File: src/rtl/prog_loader_if.sv
// Byte-stream valid/ready link feeding the program loader.
// master: stream source (drives byte_in/byte_valid); slave: loader (drives byte_ready).
interface prog_loader_if;
  logic [7:0] byte_in;
  logic       byte_valid;
  logic       byte_ready;

  modport master (
    output byte_in,
    output byte_valid,
    input  byte_ready
  );

  modport slave (
    input  byte_in,
    input  byte_valid,
    output byte_ready
  );
endinterface

File: src/rtl/prog_loader.sv
// Boot-time loader: LE byte stream (16-bit count + 32-bit words) -> imem writes.
// Ports: clock/reset(sync, low), start, bs (byte stream), imem_*, cpu_load, done, overflow, words_loaded.
module prog_loader #(
  parameter int ADDR_W = 6
) (
  input  logic              clock,
  input  logic              reset,
  input  logic              start,
  prog_loader_if.slave      bs,
  output logic              imem_we,
  output logic [ADDR_W-1:0] imem_addr,
  output logic [31:0]       imem_wdata,
  output logic              cpu_load,
  output logic              done,
  output logic              overflow,
  output logic [15:0]       words_loaded
);

  typedef enum logic [2:0] {
    IDLE,
    LEN_LO,
    LEN_HI,
    DATA,
    WRITE,
    DONE
  } state_t;

  state_t      state_q, state_d;
  logic [15:0] len_q, len_d;
  logic [31:0] word_q, word_d;
  logic [1:0]  idx_q, idx_d;
  logic [15:0] wl_q, wl_d;
  logic        ovf_q, ovf_d;

  logic rdy;
  logic accept;
  logic in_range;
  logic [15:0] wl_inc;

  assign rdy      = (state_q == LEN_LO) || (state_q == LEN_HI) ||
                    (state_q == DATA);
  assign accept   = rdy && bs.byte_valid;
  // Word index still fits in memory when no bits above ADDR_W are set.
  assign in_range = (wl_q >> ADDR_W) == 16'd0;
  assign wl_inc   = wl_q + 16'd1;

  always_comb begin
    state_d = state_q;
    len_d   = len_q;
    word_d  = word_q;
    idx_d   = idx_q;
    wl_d    = wl_q;
    ovf_d   = ovf_q;
    case (state_q)
      IDLE: begin
        if (start) begin
          state_d = LEN_LO;
          ovf_d   = 1'b0;
          wl_d    = 16'd0;
        end
      end
      LEN_LO: begin
        if (accept) begin
          len_d[7:0] = bs.byte_in;
          state_d    = LEN_HI;
        end
      end
      LEN_HI: begin
        if (accept) begin
          len_d[15:8] = bs.byte_in;
          idx_d       = 2'd0;
          state_d     = ({bs.byte_in, len_q[7:0]} == 16'd0) ? DONE : DATA;
        end
      end
      DATA: begin
        if (accept) begin
          word_d[{idx_q, 3'b000} +: 8] = bs.byte_in;
          idx_d = idx_q + 2'd1;
          if (idx_q == 2'd3) state_d = WRITE;
        end
      end
      WRITE: begin
        wl_d = wl_inc;
        // Out-of-range words are still counted so the stream stays framed.
        if (!in_range) ovf_d = 1'b1;
        state_d = (wl_inc == len_q) ? DONE : DATA;
      end
      DONE: begin
        state_d = IDLE;
      end
      default: begin
        state_d = IDLE;
      end
    endcase
  end

  always_ff @(posedge clock) begin
    if (!reset) begin
      state_q <= IDLE;
      len_q   <= '0;
      word_q  <= '0;
      idx_q   <= '0;
      wl_q    <= '0;
      ovf_q   <= 1'b0;
    end else begin
      state_q <= state_d;
      len_q   <= len_d;
      word_q  <= word_d;
      idx_q   <= idx_d;
      wl_q    <= wl_d;
      ovf_q   <= ovf_d;
    end
  end

  assign bs.byte_ready = rdy;
  assign imem_we       = (state_q == WRITE) && in_range;
  assign imem_addr     = wl_q[ADDR_W-1:0];
  assign imem_wdata    = word_q;
  assign cpu_load      = rdy || (state_q == WRITE);
  assign done          = (state_q == DONE);
  assign overflow      = ovf_q;
  assign words_loaded  = wl_q;

endmodule
File: src/flat_wrapper.sv
// flat-port wrapper written by rule: the top's interface ports become plain ports
module prog_loader_flat 
#(
  parameter int ADDR_W = 6
)
  (clock, reset, start, imem_we, imem_addr, imem_wdata, cpu_load, done, overflow, words_loaded, bs_byte_in, bs_byte_valid, bs_byte_ready);
  prog_loader_if bs_i ();
  input  logic clock;
  input  logic reset;
  input  logic start;
  output logic imem_we;
  output logic [ADDR_W-1:0] imem_addr;
  output logic [31:0] imem_wdata;
  output logic cpu_load;
  output logic done;
  output logic overflow;
  output logic [15:0] words_loaded;
  input wire logic [$bits(bs_i.byte_in)-1:0] bs_byte_in;
  input wire logic [$bits(bs_i.byte_valid)-1:0] bs_byte_valid;
  output wire logic [$bits(bs_i.byte_ready)-1:0] bs_byte_ready;
  assign bs_i.byte_in = bs_byte_in;
  assign bs_i.byte_valid = bs_byte_valid;
  assign bs_byte_ready = bs_i.byte_ready;
  prog_loader #(.ADDR_W(ADDR_W)) u_core (.clock(clock), .reset(reset), .start(start), .bs(bs_i), .imem_we(imem_we), .imem_addr(imem_addr), .imem_wdata(imem_wdata), .cpu_load(cpu_load), .done(done), .overflow(overflow), .words_loaded(words_loaded));
endmodule
File: config.mk
export PLATFORM = sky130hd
export DESIGN_NAME = prog_loader_flat
export DESIGN_NICKNAME = d
export VERILOG_FILES = /design/src/rtl/prog_loader_if.sv /design/src/rtl/prog_loader.sv /design/src/flat_wrapper.sv
export SDC_FILE = /design/constraint.sdc
export NUM_CORES = 1
export LEC_CHECK = 0
export ABC_AREA = 1
export BUFFER_PORTS_ARGS = -buffer_cell sky130_fd_sc_hd__buf_2
export CAP_MARGIN = 5
export CORE_ASPECT_RATIO = 0.8
export CORE_UTILIZATION = 50
export DETAILED_ROUTE_END_ITERATION = 10
export HOLD_SLACK_MARGIN = 0.05
export PLACE_DENSITY_LB_ADDON = 0.3
export SKIP_CTS_REPAIR_TIMING = 1
export SLEW_MARGIN = 20
export SYNTH_ARGS = -nofsm -noshare
export SYNTH_HDL_FRONTEND = slang
export SYNTH_SLANG_ARGS = --single-unit
File: constraint.sdc
create_clock -name clock -period 1.6 [get_ports clock]
set_input_delay 0.08 -clock clock [delete_from_list [all_inputs] [get_ports clock]]
set_output_delay 0.08 -clock clock [all_outputs]
set_load 0.005 [all_outputs]
======== Word level (Yosys, flattened, before mapping) ========
Index checks and enable logic that the tools add are counted.
word-level totals
  bits in registers ....................... 70
  input port bits ......................... 12
  output and inout bits ................... 59
  word-level logic and storage cells ...... 59
operators by class
  add/subtract/negate cells ............... 3
  eq/ne operators ......................... 13
  shifts and indexed selects .............. 2
  muxes and demuxes ....................... 17
  reductions and logical operators ........ 17
operators with widths
  cell                      number
  $bwmux W32                1
  $logic_not A16 Y1         2
  $pmux W16 S2              1
  $shift A8 B7 Y32 const A  1
  $shiftx A8 B7 Y32         1
  $mux W3                   7
  $add A16 B1 Y16 const B   1
  $eq A16 B16 Y1            1
  $mux W16                  1
  $pmux W3 S5               1
  $reduce_and A2 Y1         4
  $neg A5 Y7                1
  $eq A3 B2 Y1 const B      2
  $eq A3 B3 Y1 const B      2
  $ne A2 B1 Y1 const B      3
  $ne A2 B2 Y1 const B      3
  $reduce_and A3 Y1         2
  $reduce_and A5 Y1         1
  $mux W2                   2
  $pmux W2 S2               1
  $reduce_bool A2 Y1        2
  $eq A3 B1 Y1 const B      1
  $logic_not A3 Y1          1
  $logic_or A1 B1 Y1        3
  5 further kinds           7

======== Longest topological paths before layout ========
Gate-level depths: netlist (run 1).
  depth after elaboration ................. 6
  gate-level depth with buffers ........... 16
  gate-level depth less buffers ........... 16

======== Worst setup path after synthesis (run 1) ========
Ideal clock, no wire load.
  path kind ............................... reg2reg
  start point ............................. register u_core.wl_q[0] (netlist: u_core.words_loaded[0])
  end point ............................... register u_core.state_q[1]
  setup time .............................. 0.131 ns
  data arrival time ....................... 1.695 ns
  slack ................................... -0.226 ns
  stages on the path, launching flop included .. 17
  buffers on the path ..................... 0
  cells stage by stage .................... dfxtp_1 > ha_1 > nand2_2 > nor2_2 > nand2_2 > nand2_2 > nand2_2 > nand2_1 > nand2_1 > nor2_2 > nand3_1 > nor2_1 > nand2_1 > nand2_1 > nand2_1 > nand2_1 > a21oi_2
between the ends
  longest elaborated chain between the ends .. 4
RTL lines
  what                      line                source
  start: declaration        prog_loader.sv:32   logic [15:0] wl_q, wl_d;
  start signal: assignment  prog_loader.sv:110  wl_q <= wl_d;
  $add A16 B1 Y16           prog_loader.sv:45   assign wl_inc = wl_q + 16'd1;
  $eq A16 B16 Y1            prog_loader.sv:86   state_d = (wl_inc == len_q) ? DONE : DATA;
  $mux W3                   prog_loader.sv:86
  $pmux W3 S5               prog_loader.sv:54   case (state_q)
  end signal: assignment    prog_loader.sv:106  state_q <= state_d;
  end: declaration          prog_loader.sv:28   state_t state_q, state_d;
No other way between the ends.
A chain may end at the register's enable or synchronous reset.

======== Worst setup path in the final report (run 1) ========
  start point ............................. register u_core.wl_q[1] (netlist: u_core.words_loaded[1])
  end point ............................... register u_core.state_q[1]
The elaborated chain is that of the path after synthesis.

==> reports/metrics.csv, run 1 <==
metric,value,unit
initial antenna violation count,0,
H-tree level count,3,
endpoints failing setup,12,
cts bufs inserted,9,
port buffer count,70,
ANT cells,0,
gpl congestion,0.886,
Top Ports,71,
Final nets,658,
YS warnings,0,
RSZ-0062 raised after global routing,yes,
DR iter-0 viols,305,
Critical Path End Type,flop,
vias in the first global route,3496,
Final ANT Viol Nets,0,
FILL cells,565,
Crit Path Category,flop to flop,
DRC viols,0,
Finished Layout Cells,730,
synth top area cells,"dfxtp_1 (39%), nand2_1 (12%), a21oi_1 (8.2%), nand3_1 (7.8%), o21ai_0 (6.2%)",
pin count of the biggest net entering global routing,36,
DRT Wirelength,10200,um
Layout area overhead,32.5,%
"Min Clock Period, post-route",1920,ps
"most common cell after layout, fill and taps aside",nand2_1,
Seq. cell area,1420,um2
"commonest non-fill, non-tap cells in the layout","nand2_1 (114), buf_2 (70), dfxtp_1 (62)",
maximum vdd ir drop,0.000615,V
gr usage total,0.267,
power consumption,0.00484,W
Clock transition at path regs,80,ps
multi-input logic area,1990,um2
"Top FF cell, synth",dfxtp_1,
die span in y,78.0,um
wire per inst,13.9,um
Crit Path Max Fanout,4,
outcome,finished with violations,
sequential share of the synthesized area,0.388,
syn nets,540,
Hold/Removal Path Class,input pin to flop,
Initial Util,0.521,
"EDFF count, synth",0,
Die W,97.0,um
CP required,1850,ps
Synth Register Bits,70,
HPWL Detailed,7250,um
placed insts,708,
failing checks,negative setup slack,
Worst Path Arrival,2170,ps
CTS tree,done,
post-place setup slack,-234,ps
Max Transition Viols Final,0,
Final WS setup,-318,ps
Yosys top cell area share,0.388,
Fin Clk Skew,7.75,ps
via count,4004,
core area,6930,um2
mean post-synth cell area,6.92,um2
share of post-route cells with drive strength above 1,0.288,
"area leader, netlist",dfxtp_1,
area of the mapped netlist,3610,um2
async set-reset flop share out of synthesis,0,
Die Area,7560,um2
fmax,521,MHz
final period utilization,1.20,
Slew @ Worst Pin,428,ps
Rel. slew slack,0.712,
# rows,27,
Overflow after GRT,0,
post-synthesis cell type count,29,
clk root buf,clkbuf_8,
Post-Synthesis Cells,521,
LEAKAGE,2.18,nW
vias per cell,5.48,
fin util,0.690,
first-pass GRT wire length,16200,um
final hold vios,0,
clock sink count,70,
power density over the cells,1010,nW/um2
clk_lat worst skew,350,ps
router iterations before antenna repair,5,
CTS Buffer Depth,2,
Startpoint Class,flop,
MaxCap Viol Count,0,
==> layer usage <==
layer  vias to the layer above  share of wire  global-route usage
met1                      1833           0.45               0.373
met3                        18          0.088              0.0604
met2                       183           0.44               0.402
met5                         -              0                   0
met4                         0          0.016              0.0970
li1                       1970              -                   -
==> state kept, by name, summed over array words and instances, names as in the netlist <==
| signal | flops |
|---|---|
| u_core.imem_wdata | 32 |
| u_core.len_q | 16 |
| u_core.words_loaded | 16 |
| u_core.state_q | 3 |
| u_core.idx_q | 2 |
| u_core.overflow | 1 |
==> area by class of cell <==
type | instances | area share
clock inverters | 6 | 0.0233
repair buffers | 127 | 0.173
inverters | 54 | 0.0427
flip-flops and latches | 70 | 0.296
multi-input cells | 377 | 0.416
well taps | 87 | 0.0228
clock buffers | 9 | 0.0259
==> power by group <==
part	internal, W	total [W]	switching [W]
registers	0.00188	0.00202	0.000136
clock network	0.00103	0.00173	0.000699
logic	0.000412	0.00110	0.000685
total	0.00332	0.00484	0.00152
==> worst paths after layout <==
path	cells after the start	slack (ps)	to	start
worst max-delay path	14	-320	u_core.state_q[1]	u_core.words_loaded[1]
worst min-delay path	3	30	u_core.len_q[13]	bs_byte_in[5]
worst max register to register	14	-320	u_core.state_q[1]	u_core.words_loaded[1]
worst min register to register	2	460	u_core.imem_wdata[26]	u_core.imem_wdata[26]
==> cells by family (layout without fill, tap and decap cells) <==
family,Yosys count,count (layout),synth area share
and+or+nand+nor,248,249,0.309
AOI/OAI and AO/OA,117,117,0.177
buffers and inverters,75,196,0.0871
DFF,70,70,0.388
adders and majority gates,7,7,0.0243
xor gates and xnor gates,4,4,0.0135
==> Yosys cell counts (2+ instances only) <==
cell / count
nand2_1: 118
dfxtp_1: 70
a21oi_1: 59
nand3_1: 56
inv_1: 53
o21ai_0: 45
nor2_1: 33
clkbuf_1: 12
nand4_1: 12
o211a_1: 8
buf_4: 7
ha_1: 7
nand2_2: 7
nor2_2: 6
nor3_1: 5
nand3b_1: 3
nor2_4: 3
nor4_1: 3
o21ai_1: 2
or2_2: 2
xor2_1: 2
==> stage by stage <==
stage / cell area, um2 / hold slack [ps] / setup TNS, ps
detailed placement: 4420 / 391 / -415
global placement: 4420 / 388 / -280
CTS: 4650 / 16.9 / -807
floorplan: 3650 / 219 / -99.8
finish: 4780 / 29.6 / -960
global route: 4780 / 52.5 / -6200
==> critical path, stage by stage, from the launching register on <==
cell	delay, ps
dfxtp_4	360
ha_4	170
or2_4	240
nand3_1	70
nand2_1	60
nor2_1	140
nand2_1	70
nor2_1	110
nand3_1	80
nor2_1	140
nand2_1	110
nand2_1	90
nand2_1	60
nand2_1	70
a21oi_2	50
(Power assumes the default switching activity.)
==> run 2, diff against run 1 <==
Settings changed: CORE_UTILIZATION 50 to 48, PLACE_DENSITY from default to 0.81, PLACE_DENSITY_LB_ADDON 0.3 to default.
==> reports/metrics.csv, run 2 (synthesized netlist as in run 1, its figures left out) <==
metric,value,unit
first-pass GRT wire length,16500,um
clk_lat worst skew,350,ps
setup_tns,-1390,ps
clk root buf,clkbuf_8,
CP required,1840,ps
RSZ-0062 raised after global routing,yes,
Die W,98.9,um
Top Ports,71,
fmax,527,MHz
power density over the cells,967,nW/um2
outcome,finished with violations,
gpl congestion,0.891,
endpoints failing setup,23,
port buffer count,70,
Max Transition Viols Final,0,
die span in y,79.5,um
via count,4072,
Critical Path End Type,flop,
Crit Path Max Fanout,6,
final hold vios,0,
LEAKAGE,2.17,nW
FILL cells,551,
core area,7060,um2
Worst Path Arrival,2140,ps
failing checks,negative setup slack,
maximum vdd ir drop,0.000624,V
MaxCap Viol Count,0,
pin count of the biggest net entering global routing,35,
Final ANT Viol Nets,0,
Hold/Removal Path Class,input pin to flop,
Startpoint Class,flop,
Layout area overhead,31.5,%
share of post-route cells with drive strength above 1,0.291,
Die Area,7870,um2
fin util,0.672,
wire per inst,14.2,um
initial antenna violation count,0,
power consumption,0.00459,W
Seq. cell area,1420,um2
CTS tree,done,
cts bufs inserted,9,
Final nets,657,
Clock transition at path regs,80,ps
Initial Util,0.511,
max FFs per register,32,
# rows,27,
"Min Clock Period, post-route",1900,ps
DRC viols,0,
DR iter-0 viols,385,
Crit Path Category,flop to flop,
Overflow after GRT,0,
router iterations before antenna repair,5,
Final WS setup,-296,ps
Final Hold Slack,44.5,ps
multi-input logic area,2010,um2
H-tree level count,3,
Rel. slew slack,0.712,
"commonest non-fill, non-tap cells in the layout","nand2_1 (116), buf_2 (70), dfxtp_1 (60)",
vias per cell,5.58,
Fin Clk Skew,5.83,ps
Slew @ Worst Pin,428,ps
clock sink count,70,
vias in the first global route,3509,
gr usage total,0.265,
ANT cells,0,
CTS Buffer Depth,2,
DRT Wirelength,10400,um
HPWL Detailed,7390,um
final period utilization,1.19,
"most common cell after layout, fill and taps aside",nand2_1,
==> run 2: cell type report <==
cell class,count,share of cell area
clock inverter,6,0.0129
timing repair buffer,126,0.170
clock buffer,10,0.0290
inverter,54,0.0430
tap,87,0.0230
multi-input combinational,377,0.423
sequential,70,0.299
==> run 2: per-layer routing <==
layer	vias to the layer above	GRT usage	wire, um
met3	32	0.0709	880
met1	1870	0.356	4670
met5	-	0	0
met4	0	0.0881	219
li1	1965	-	-
met2	205	0.411	4600
==> run 2: worst paths after layout <==
path / startpoint / endpoint / slack (ps) / depth (start not counted)
min: bs_byte_in[0] / u_core.len_q[8] / 40 / 3
max: u_core.words_loaded[1] / u_core.state_q[1] / -300 / 14
min reg2reg: u_core.imem_wdata[29] / u_core.imem_wdata[29] / 460 / 2
max reg2reg: u_core.words_loaded[1] / u_core.state_q[1] / -300 / 14
==> run 2: power by group <==
part / leakage (nW) / switching (W) / internal (W)
registers: 0.571 / 0.000145 / 0.00188
logic: 1.49 / 0.000693 / 0.000419
clock network: 0.102 / 0.000693 / 0.000757
==> run 2: through the flow <==
stage	area (um2)	worst slack, ps	cells
finish	4740	-296	730
global route	4740	-420	730
CTS	4600	-315	723
detailed placement	4400	-235	707
global placement	4400	-162	707
floorplan	3650	-32.5	521
==> run 2: worst max-delay path: stages, from the launching register on <==
cell and delay [ps]:
dfxtp_4 380, ha_4 160, nand2_4 70, nor2_4 180
nand3b_1 130, nand3_1 110, nand2_1 80, nor2_2 130
nand3_1 80, nor2_1 110, nand2_1 110, nand2_1 80
nand2_1 50, nand2_1 80, a21oi_2 50
==> run 3, diff against run 2 <==
Settings changed: SETUP_SLACK_MARGIN from default to 0.2.
==> reports/metrics.csv, run 3 (synthesized netlist as in run 1, its figures left out) <==
metric,value,unit
Final nets,651,
DR iter-0 viols,489,
Overflow after GRT,0,
share of post-route cells with drive strength above 1,0.303,
sequential power share,0.456,
post-place setup slack,-217,ps
first-pass GRT wire length,16400,um
Top Ports,71,
most frequent CP cell,nand2_1,
Combinational Power Share,0.252,
Final WS setup,-273,ps
failing checks,negative setup slack,
Startpoint Class,flop,
Slew @ Worst Pin,452,ps
CTS Buffer Depth,2,
final hold vios,0,
pin count of the biggest net entering global routing,23,
Crit Reg-Reg Endpoint,u_core.state_q[2],
CP required,1890,ps
Crit path buffers/inverters,0,
setup_tns,-981,ps
cts bufs inserted,9,
Final ANT Viol Nets,0,
port buffer count,70,
fmax,534,MHz
Rel. slew slack,0.696,
Top delay family on crit path,simple AND/OR/NAND/NOR gates,
vias in the first global route,3511,
Crit Path Category,flop to flop,
clock share of power,0.292,
gpl congestion,0.914,
Die Area,7870,um2
Max Transition Viols Final,0,
via count,4056,
Die W,98.9,um
Worst R2R Start,u_core.words_loaded[1],
Finished Layout Cells,724,
HP Start,bs_byte_in[4],
ANT cells,0,
"commonest non-fill, non-tap cells in the layout","nand2_1 (115), buf_2 (70), a21oi_1 (59)",
DRT Wirelength,10300,um
MaxCap Viol Count,0,
Hold Path Stages,3,
multi-input logic area,2020,um2
Hold/Removal Path Class,input pin to flop,
# rows,27,
"Min Clock Period, post-route",1870,ps
R2R depth,15,
slowest CP cell,dfxtp_4,
sw frac,0.347,
Seq. cell area,1430,um2
clk_lat worst skew,350,ps
placed insts,704,
DRC viols,0,
NetSw,0.00155,W
RSZ-0062 raised after global routing,yes,
Clock transition at path regs,80,ps
Initial Util,0.511,
final period utilization,1.17,
"most common cell after layout, fill and taps aside",nand2_1,
LEAKAGE,2.13,nW
endpoints failing setup,19,
Int Pwr,0.00290,W
power density over the cells,949,nW/um2
maximum vdd ir drop,0.000585,V
outcome,finished with violations,
die span in y,79.5,um
Worst Path Arrival,2160,ps
wire per inst,14.3,um
clk root buf,clkbuf_8,
FILL cells,586,
H-tree level count,3,
WHS Endpoint,u_core.imem_wdata[4],
Layout area overhead,30.0,%
Crit Path Max Fanout,6,
router iterations before antenna repair,5,
gr usage total,0.264,
Fin Clk Skew,10.8,ps
HPWL Detailed,7700,um
CTS tree,done,
core area,7060,um2
worst-path cell chain,ha_4 > nand2_4 > nor2_4 > nand2_2 > nand2_2 > nand2_2 > nand2_1 > nand2_1 > nor2_2 > nand3_1 > nor2_1 > nand2_1 > o21ai_1 > nand2_1 > nor2_1,
clock sink count,70,
R2R Setup Slk,-270,ps
Critical Path End Type,flop,
max FFs per register,32,
vias per cell,5.60,
CP max stage delay,380,ps
initial antenna violation count,0,
==> run 3: cell count changes in the layout (fill, tap and decap cells not counted), moves of 2 or more <==
cell,before,now
inv_2,0,6
dfxtp_1,60,58
nor2_1,28,24
inv_1,53,47
o21ai_2,2,0
nor2_2,6,10
o21ai_1,2,5
buf_4,51,47
dfxtp_4,2,4
==> run 3: area by class of cell <==
cell class                      count  area share
Sequential cell                    70       0.304
Clock buffer                       10      0.0293
Inverter                           54      0.0435
Timing Repair Buffer              121       0.161
Tap cell                           87      0.0232
Multi-Input combinational cell    376       0.431
Clock inverter                      6     0.00800
==> run 3: worst register-to-register path, delay by kind of cell, from the launching register on <==
family          cells  cell delay [ps]
compound gates      1              140
simple gates       13             1130
flops               1              380
fa+ha+maj           1              160
==> run 3: how the worst max path moves through the flow <==
stage,startpoint,endpoint,slack [ps],cells after the start
final,u_core.words_loaded[1],u_core.state_q[2],-270,15
after global routing,u_core.words_loaded[1],u_core.state_q[1],-430,14
after CTS,u_core.words_loaded[1],u_core.state_q[1],-250,14
after detailed placement,u_core.words_loaded[1],u_core.state_q[1],-220,14
after global placement,u_core.words_loaded[1],u_core.state_q[1],-170,14
after floorplan,u_core.words_loaded[0],u_core.state_q[1],-30,16
==> run 3: routing by layer <==
layer  track usage  up-vias  part of all wire
met4        0.0940        0             0.022
li1              -     1952                 -
met5             0        -                 0
met3        0.0674       30              0.10
met2         0.400      201              0.45
met1         0.362     1873              0.43
==> run 3: power groups by stage <==
stage	Clock [W]	Combinational [W]	Sequential, W
6_report	0.00130	0.00112	0.00203
5_1_grt	0.00139	0.00125	0.00204
4_1_cts	0.00131	0.00106	0.00200
3_5_place_dp	0	0.00106	0.00204
3_3_place_gp	0	0.00102	0.00203
2_1_floorplan	0	0.000727	0.00200
==> run 3: per-stage QoR <==
step / hold slack, ps / power [W] / area, um2 / utilization
after global routing: 53.4 / 0.00468 / 4690 / 0.664
after floorplan: 219 / 0.00273 / 3700 / -
after global placement: 392 / 0.00305 / 4390 / 0.622
after detailed placement: 392 / 0.00310 / 4390 / 0.622
after CTS: 23.4 / 0.00437 / 4570 / 0.647
final: 35.9 / 0.00445 / 4690 / 0.664
